--- config.mk ---
export PLATFORM = sky130hd
export DESIGN_NAME = caliptra_fpga_itrng_feeder
export DESIGN_NICKNAME = d
export VERILOG_FILES = /design/src/rtl/caliptra_fpga_itrng_feeder.sv
export SDC_FILE = /design/constraint.sdc
export NUM_CORES = 1
export LEC_CHECK = 0
export ABC_AREA = 0
export BUFFER_PORTS_ARGS = -buffer_cell sky130_fd_sc_hd__buf_2
export CORE_MARGIN = 2
export CORE_UTILIZATION = 62
export DETAILED_ROUTE_END_ITERATION = 10
export GPL_ROUTABILITY_DRIVEN = 0
export PLACE_DENSITY = 0.89
export SETUP_SLACK_MARGIN = 0.4
export SLEW_MARGIN = 20
export SYNTH_ARGS = -nofsm -noshare
export SYNTH_HDL_FRONTEND = slang
export SYNTH_SLANG_ARGS = --single-unit
--- constraint.sdc ---
create_clock -name aclk_gated -period 5.5 [get_ports aclk_gated]
set_input_delay 0.275 -clock aclk_gated [delete_from_list [all_inputs] [get_ports aclk_gated]]
set_output_delay 0.275 -clock aclk_gated [all_outputs]
set_load 0.05 [all_outputs]
--- src/rtl/caliptra_fpga_itrng_feeder.sv ---
// Buffers host-pushed 32-bit entropy words in a circular FIFO and serialises them
// LSB-first as 4-bit nibbles to the core's internal TRNG input on request.
module caliptra_fpga_itrng_feeder #(
    parameter int unsigned DEPTH      = 16,
    parameter int unsigned NIBBLE_GAP = 0
) (
    input  logic                   aclk_gated,
    input  logic                   rstn,
    input  logic                   push_req,
    input  logic [31:0]            push_data,
    output logic                   push_ack,
    input  logic                   flush_req,
    output logic                   flush_ack,
    input  logic                   etrng_req,
    output logic [3:0]             itrng_data,
    output logic                   itrng_valid,
    output logic [$clog2(DEPTH):0] fifo_level,
    output logic                   overflow,
    output logic                   underflow
);

    localparam int unsigned PW = $clog2(DEPTH);
    localparam int unsigned LW = PW + 1;
    localparam int unsigned GW = (NIBBLE_GAP > 1) ? $clog2(NIBBLE_GAP) : 1;
    localparam logic [GW-1:0] GAP_LAST = GW'((NIBBLE_GAP > 0) ? NIBBLE_GAP - 1 : 0);
    localparam logic [LW-1:0] FULL_LVL = LW'(DEPTH);

    typedef enum logic [1:0] {IDLE, SEND, GAP} state_e;

    state_e        state_q, state_d;
    logic [31:0]   mem_q [DEPTH];
    logic [PW-1:0] wr_ptr_q, wr_ptr_d, rd_ptr_q, rd_ptr_d, wr_addr;
    logic [LW-1:0] level_q, level_d;
    logic [31:0]   shreg_q, shreg_d;
    logic [2:0]    nib_cnt_q, nib_cnt_d;
    logic [GW-1:0] gap_cnt_q, gap_cnt_d;
    logic          valid_q, valid_d;
    logic [3:0]    data_q, data_d;
    logic          push_ack_q, flush_ack_q;
    logic          ovf_q, ovf_d, unf_q, unf_d;
    logic          push_pend, flush_pend, fifo_empty, fifo_full, gap_done;
    logic          pop, wr_en;

    // Toggle handshakes are compared directly: the requesters live on the ungated clock.
    assign push_pend  = push_req != push_ack_q;
    assign flush_pend = flush_req != flush_ack_q;
    assign fifo_empty = level_q == '0;
    assign fifo_full  = level_q == FULL_LVL;
    assign gap_done   = (NIBBLE_GAP <= 1) || (gap_cnt_q == GAP_LAST);

    always_comb begin
        state_d   = state_q;
        shreg_d   = shreg_q;
        nib_cnt_d = nib_cnt_q;
        gap_cnt_d = gap_cnt_q;
        unf_d     = unf_q;
        pop       = 1'b0;
        case (state_q)
            IDLE: begin
                if (etrng_req) begin
                    if (!fifo_empty) begin
                        pop       = 1'b1;
                        shreg_d   = mem_q[rd_ptr_q];
                        nib_cnt_d = 3'd0;
                        state_d   = SEND;
                    end else begin
                        unf_d = 1'b1;
                    end
                end
            end
            SEND: begin
                shreg_d   = {4'h0, shreg_q[31:4]};
                nib_cnt_d = nib_cnt_q + 3'd1;
                if (nib_cnt_q == 3'd7) begin
                    if (etrng_req && !fifo_empty && (NIBBLE_GAP == 0)) begin
                        pop       = 1'b1;
                        shreg_d   = mem_q[rd_ptr_q];
                        nib_cnt_d = 3'd0;
                    end else begin
                        state_d   = GAP;
                        gap_cnt_d = '0;
                    end
                end else if (NIBBLE_GAP > 0) begin
                    state_d   = GAP;
                    gap_cnt_d = '0;
                end
            end
            GAP: begin
                gap_cnt_d = gap_cnt_q + 1'b1;
                // nib_cnt wraps to 0 only after the last nibble of a word.
                if (gap_done) begin
                    state_d = (nib_cnt_q == 3'd0) ? IDLE : SEND;
                end
            end
            default: state_d = IDLE;
        endcase
        if (flush_pend) begin
            state_d = IDLE;
            pop     = 1'b0;
            unf_d   = 1'b0;
        end
        valid_d = state_d == SEND;
        data_d  = valid_d ? shreg_d[3:0] : 4'h0;
    end

    // A push during a flush lands in the freshly emptied FIFO at slot 0.
    always_comb begin
        wr_addr  = flush_pend ? '0 : wr_ptr_q;
        wr_en    = push_pend && (!fifo_full || pop || flush_pend);
        wr_ptr_d = flush_pend ? '0 : wr_ptr_q;
        rd_ptr_d = flush_pend ? '0 : rd_ptr_q;
        level_d  = flush_pend ? '0 : level_q;
        ovf_d    = flush_pend ? 1'b0 : ovf_q;
        if (pop) begin
            rd_ptr_d = rd_ptr_q + 1'b1;
        end
        if (wr_en) begin
            wr_ptr_d = wr_addr + 1'b1;
        end
        if (wr_en && !pop) begin
            level_d = level_d + 1'b1;
        end else if (pop && !wr_en) begin
            level_d = level_d - 1'b1;
        end
        if (push_pend && !wr_en) begin
            ovf_d = 1'b1;
        end
    end

    always_ff @(posedge aclk_gated or negedge rstn) begin
        if (!rstn) begin
            state_q     <= IDLE;
            wr_ptr_q    <= '0;
            rd_ptr_q    <= '0;
            level_q     <= '0;
            shreg_q     <= '0;
            nib_cnt_q   <= '0;
            gap_cnt_q   <= '0;
            valid_q     <= 1'b0;
            data_q      <= 4'h0;
            push_ack_q  <= 1'b0;
            flush_ack_q <= 1'b0;
            ovf_q       <= 1'b0;
            unf_q       <= 1'b0;
        end else begin
            state_q     <= state_d;
            wr_ptr_q    <= wr_ptr_d;
            rd_ptr_q    <= rd_ptr_d;
            level_q     <= level_d;
            shreg_q     <= shreg_d;
            nib_cnt_q   <= nib_cnt_d;
            gap_cnt_q   <= gap_cnt_d;
            valid_q     <= valid_d;
            data_q      <= data_d;
            push_ack_q  <= push_req;
            flush_ack_q <= flush_req;
            ovf_q       <= ovf_d;
            unf_q       <= unf_d;
        end
    end

    // Storage is deliberately left out of reset.
    always_ff @(posedge aclk_gated) begin
        if (wr_en) begin
            mem_q[wr_addr] <= push_data;
        end
    end

    assign push_ack    = push_ack_q;
    assign flush_ack   = flush_ack_q;
    assign itrng_data  = data_q;
    assign itrng_valid = valid_q;
    assign fifo_level  = level_q;
    assign overflow    = ovf_q;
    assign underflow   = unf_q;

endmodule

==> impl_metrics.csv <==
group,metric,value,unit
outcome,outcome,"complete, no violations",
timing,worst_pin_slew,1.113,ns
global_routing,grt_usage,26.24,%
layout,seqCellArea,16860,um^2
cts,cts_tree,"yes",
timing,holdWs,0.03762,ns
setup_path,cp.required,5.71,ns
global_routing,grt_max_degree,69,
die,die_h,193.4,um
cts,ctsHtreeMaxLevel,2,
routing,dr.pass1.iters,5,
layout,stdcell_count,1661,
cts,cts_setup_buffers,0,
yosys,ys_ff_latch,571,
yosys,synthFlopType,"edfxtp_1",
cts,cts.sinks,571,
min_path,hold_depth,3,
power_and_ir_drop,p_sw,2.969,mW
cts,cts_buffer_depth,3,
yosys,synth_area_per_cell,20.53,um^2
run,max-cap-violations,0,
yosys,async_flop_share,10.33,%
setup_path,end_kind,"register",
global_routing,grt_pass1_vias,11650,
yosys,ys_seq_area_share,75.74,%
global_routing,grt_use_met2,44.03,%
power_and_ir_drop,combinationalPowerShare,19.2,%
die,coreArea,35480,um^2
setup_path,r2r_end,"mem_q[13][19]",
power_and_ir_drop,seq_power_share,47.1,%
setup_path,reg2reg_from,"nib_cnt_q[0]",
layout,diodes,0,
yosys,synth_nets,1131,
layout,multiInputGateArea,5140,um^2
global_routing,grt_busiest_layer,"met2",
cts,clk_pin_slew,0.06,ns
min_path,min_path_type,"in -> reg",
timing,setup_viol,0,
power_and_ir_drop,p_int,8.085,mW
place,dp_hpwl,25880,um
routing,wl_per_cell,29.01,um
cts,root_buffer,"clkbuf_16",
global_routing,use_met3,4.079,%
setup_path,crit_type,"reg -> reg",
cts,numCtsBuffers,54,
timing,fin_crit_sh,66.69,%
setup_path,r2r_setup_slack,1.83,ns
timing,max_freq,272.6,MHz
routing,drt_iter0_drc,1402,
setup_path,cp_max_fo,25,
timing,hold_violations,0,
timing,fin_worst_skew,0.02164,ns
setup_path,startpoint_type,"register",
place,dp_cells,1558,
die,dieWidth,193.4,um
routing,vias,11100,
power_and_ir_drop,switching_share,26.86,%
place,io_buffers,50,
setup_path,rr_worst_depth,8,
yosys,ys_types,49,
layout,fillers,1990,
yosys,ys.warnings.count,0,
routing,detail_route.wirelength,48190,um
die,core.rowCount,69,
global_routing,grt_pass1_wl,73180,um
routing,ant_nets,0,
global_routing,overflow,0,
yosys,synth_area,22250,um^2
min_path,hold_start,"etrng_req",
layout,final_nets,1203,
die,fp.dieArea,37420,um^2
timing,min_period,3.668,ns
power_and_ir_drop,peakVddDrop,368.5,uV
timing,slew_violations,0,
routing,vias_per_cell,6.681,
global_routing,antenna_found_initial,0,
power_and_ir_drop,finalPower,11.05,mW
routing,drc_errors,0,
timing,slew_headroom,25.77,%
yosys,synthCells,1084,
layout,drive_above_1_share,29.75,%
timing,rsz0062_at_grt,"false",
timing,tns,0,ns
die,ios,51,
power_and_ir_drop,p_clk_share,33.7,%
global_routing,use_met1,36.03,%
cts,insertion_delay,0.58,ns
setup_path,worstPathArrival,3.88,ns
yosys,synth-edff-count,512,
power_and_ir_drop,cellPowerDensity,444.8,nW/um^2
min_path,hold_end,"underflow",
die,initial_utilization,62.71,%
power_and_ir_drop,power_leakage,7.991,nW
layout,syn2layout_area_growth,11.70,%
cells by family after synthesis:
family | after synthesis | share of synthesized area [%]
compound gates | 107 | 3.155
flops | 571 | 75.74
xor+xnor | 10 | 0.3936
fa+ha+maj | 11 | 0.6073
mux | 189 | 16.03
buf+inv | 70 | 1.366
simple gates | 126 | 2.710
sequential cells by signal, summed over array words and instances (netlist names):
name         cells
mem_q          512
shreg_q         32
fifo_level       5
itrng_data       4
rd_ptr_q         4
wr_ptr_q         4
nib_cnt_q        3
state_q          2
flush_ack        1
itrng_valid      1
overflow         1
push_ack         1
underflow        1
worst max-delay path by stage:
stage                            start             to  slack [ns]  depth (start not counted)
final                     nib_cnt_q[0]  mem_q[13][19]        1.83                          8
after CTS                 nib_cnt_q[0]  mem_q[13][10]        1.85                          8
after global routing      nib_cnt_q[0]  mem_q[13][18]        1.64                          8
after global placement    nib_cnt_q[0]  mem_q[13][23]        2.03                          8
after floorplan              flush_ack   mem_q[15][0]        1.05                          7
after detailed placement  nib_cnt_q[0]  mem_q[13][19]        1.81                          8
cells in the final DEF, fill, tap and decap left out, types with 4 or more instances in the layout:
cell type / instances
and2_2: 8
nor2_1: 44
bufinv_16: 6
o31ai_1: 4
buf_4: 19
xor2_1: 4
o211ai_1: 5
a21oi_1: 10
clkinv_2: 11
nor3_2: 4
a211oi_1: 8
a22o_1: 4
o22ai_1: 48
dfrtp_1: 56
mux4_2: 129
xnor2_1: 6
inv_1: 12
buf_2: 50
clkinvlp_4: 8
clkbuf_1: 9
mux2_2: 49
clkinv_1: 7
clkbuf_16: 55
edfxtp_1: 512
ha_1: 10
nand3_1: 7
mux2i_1: 11
nor3_1: 5
nand2_1: 25
nor2b_1: 7
nand2b_1: 5
o21ai_0: 11
per-layer routing:
layer	up-vias	part of all wire, %
met5	-	0
met4	0	2.7
met3	116	8.1
met2	625	52
met1	5751	38
li1	4605	-
area by class of cell:
| cell class | count | share of cell area, % |
|---|---|---|
| clock buffers | 64 | 5.674 |
| multi-input cells | 443 | 20.68 |
| flip-flops and latches | 571 | 67.85 |
| inverters | 12 | 0.1812 |
| well taps | 461 | 2.321 |
| clock inverters | 36 | 1.435 |
| repair buffers | 74 | 1.863 |
metrics by stage:
step | worst slack, ns | utilization, % | instance area [um^2]
floorplan | 1.052 | - | 22250
global placement | 2.030 | 64.92 | 23040
detailed placement | 1.810 | 64.98 | 23060
CTS | 1.850 | 70.04 | 24850
global route | 1.644 | 70.04 | 24850
finish | 1.832 | 70.04 | 24850
critical path, stage by stage (launching register included):
cell and delay, ns:
dfrtp_1 0.38, ha_1 0.16, ha_1 0.21, nand2b_1 0.21, o211ai_1 0.36, and2_1 0.37, a21o_2 0.31, nor3_2 0.72
buf_4 0.57
power by group through the flow:
stage	combinational, mW	clock [mW]	sequential (mW)
after floorplan	1.54	0	5.27
after global placement	2.01	0	5.27
after detailed placement	2.08	0	5.29
after CTS	2.13	3.76	5.21
after global routing	2.28	3.92	5.23
final	2.12	3.73	5.21
what timing repair did:
| action | in CTS | in global routing |
|---|---|---|
| endpoints found under the hold margin | 61 | 0 |
| hold buffers | 3 | 0 |
| resized for setup | 0 | 0 |
| endpoints found under the setup margin | 0 | 0 |
synthesized netlist by cell type, drive strengths merged (11+ instances only):
master  count  share of area, %
mux2i      11              0.49
o21ai      13              0.29
mux2       49               2.5
clkbuf     31              0.52
inv        12              0.20
a21oi      11              0.26
edfxtp    512                69
o22ai      48               1.3
buf        27              0.64
nor2       44              0.74
nand2      25              0.42
dfrtp      59               6.6
mux4      129                13
(Power assumes the default switching activity.)
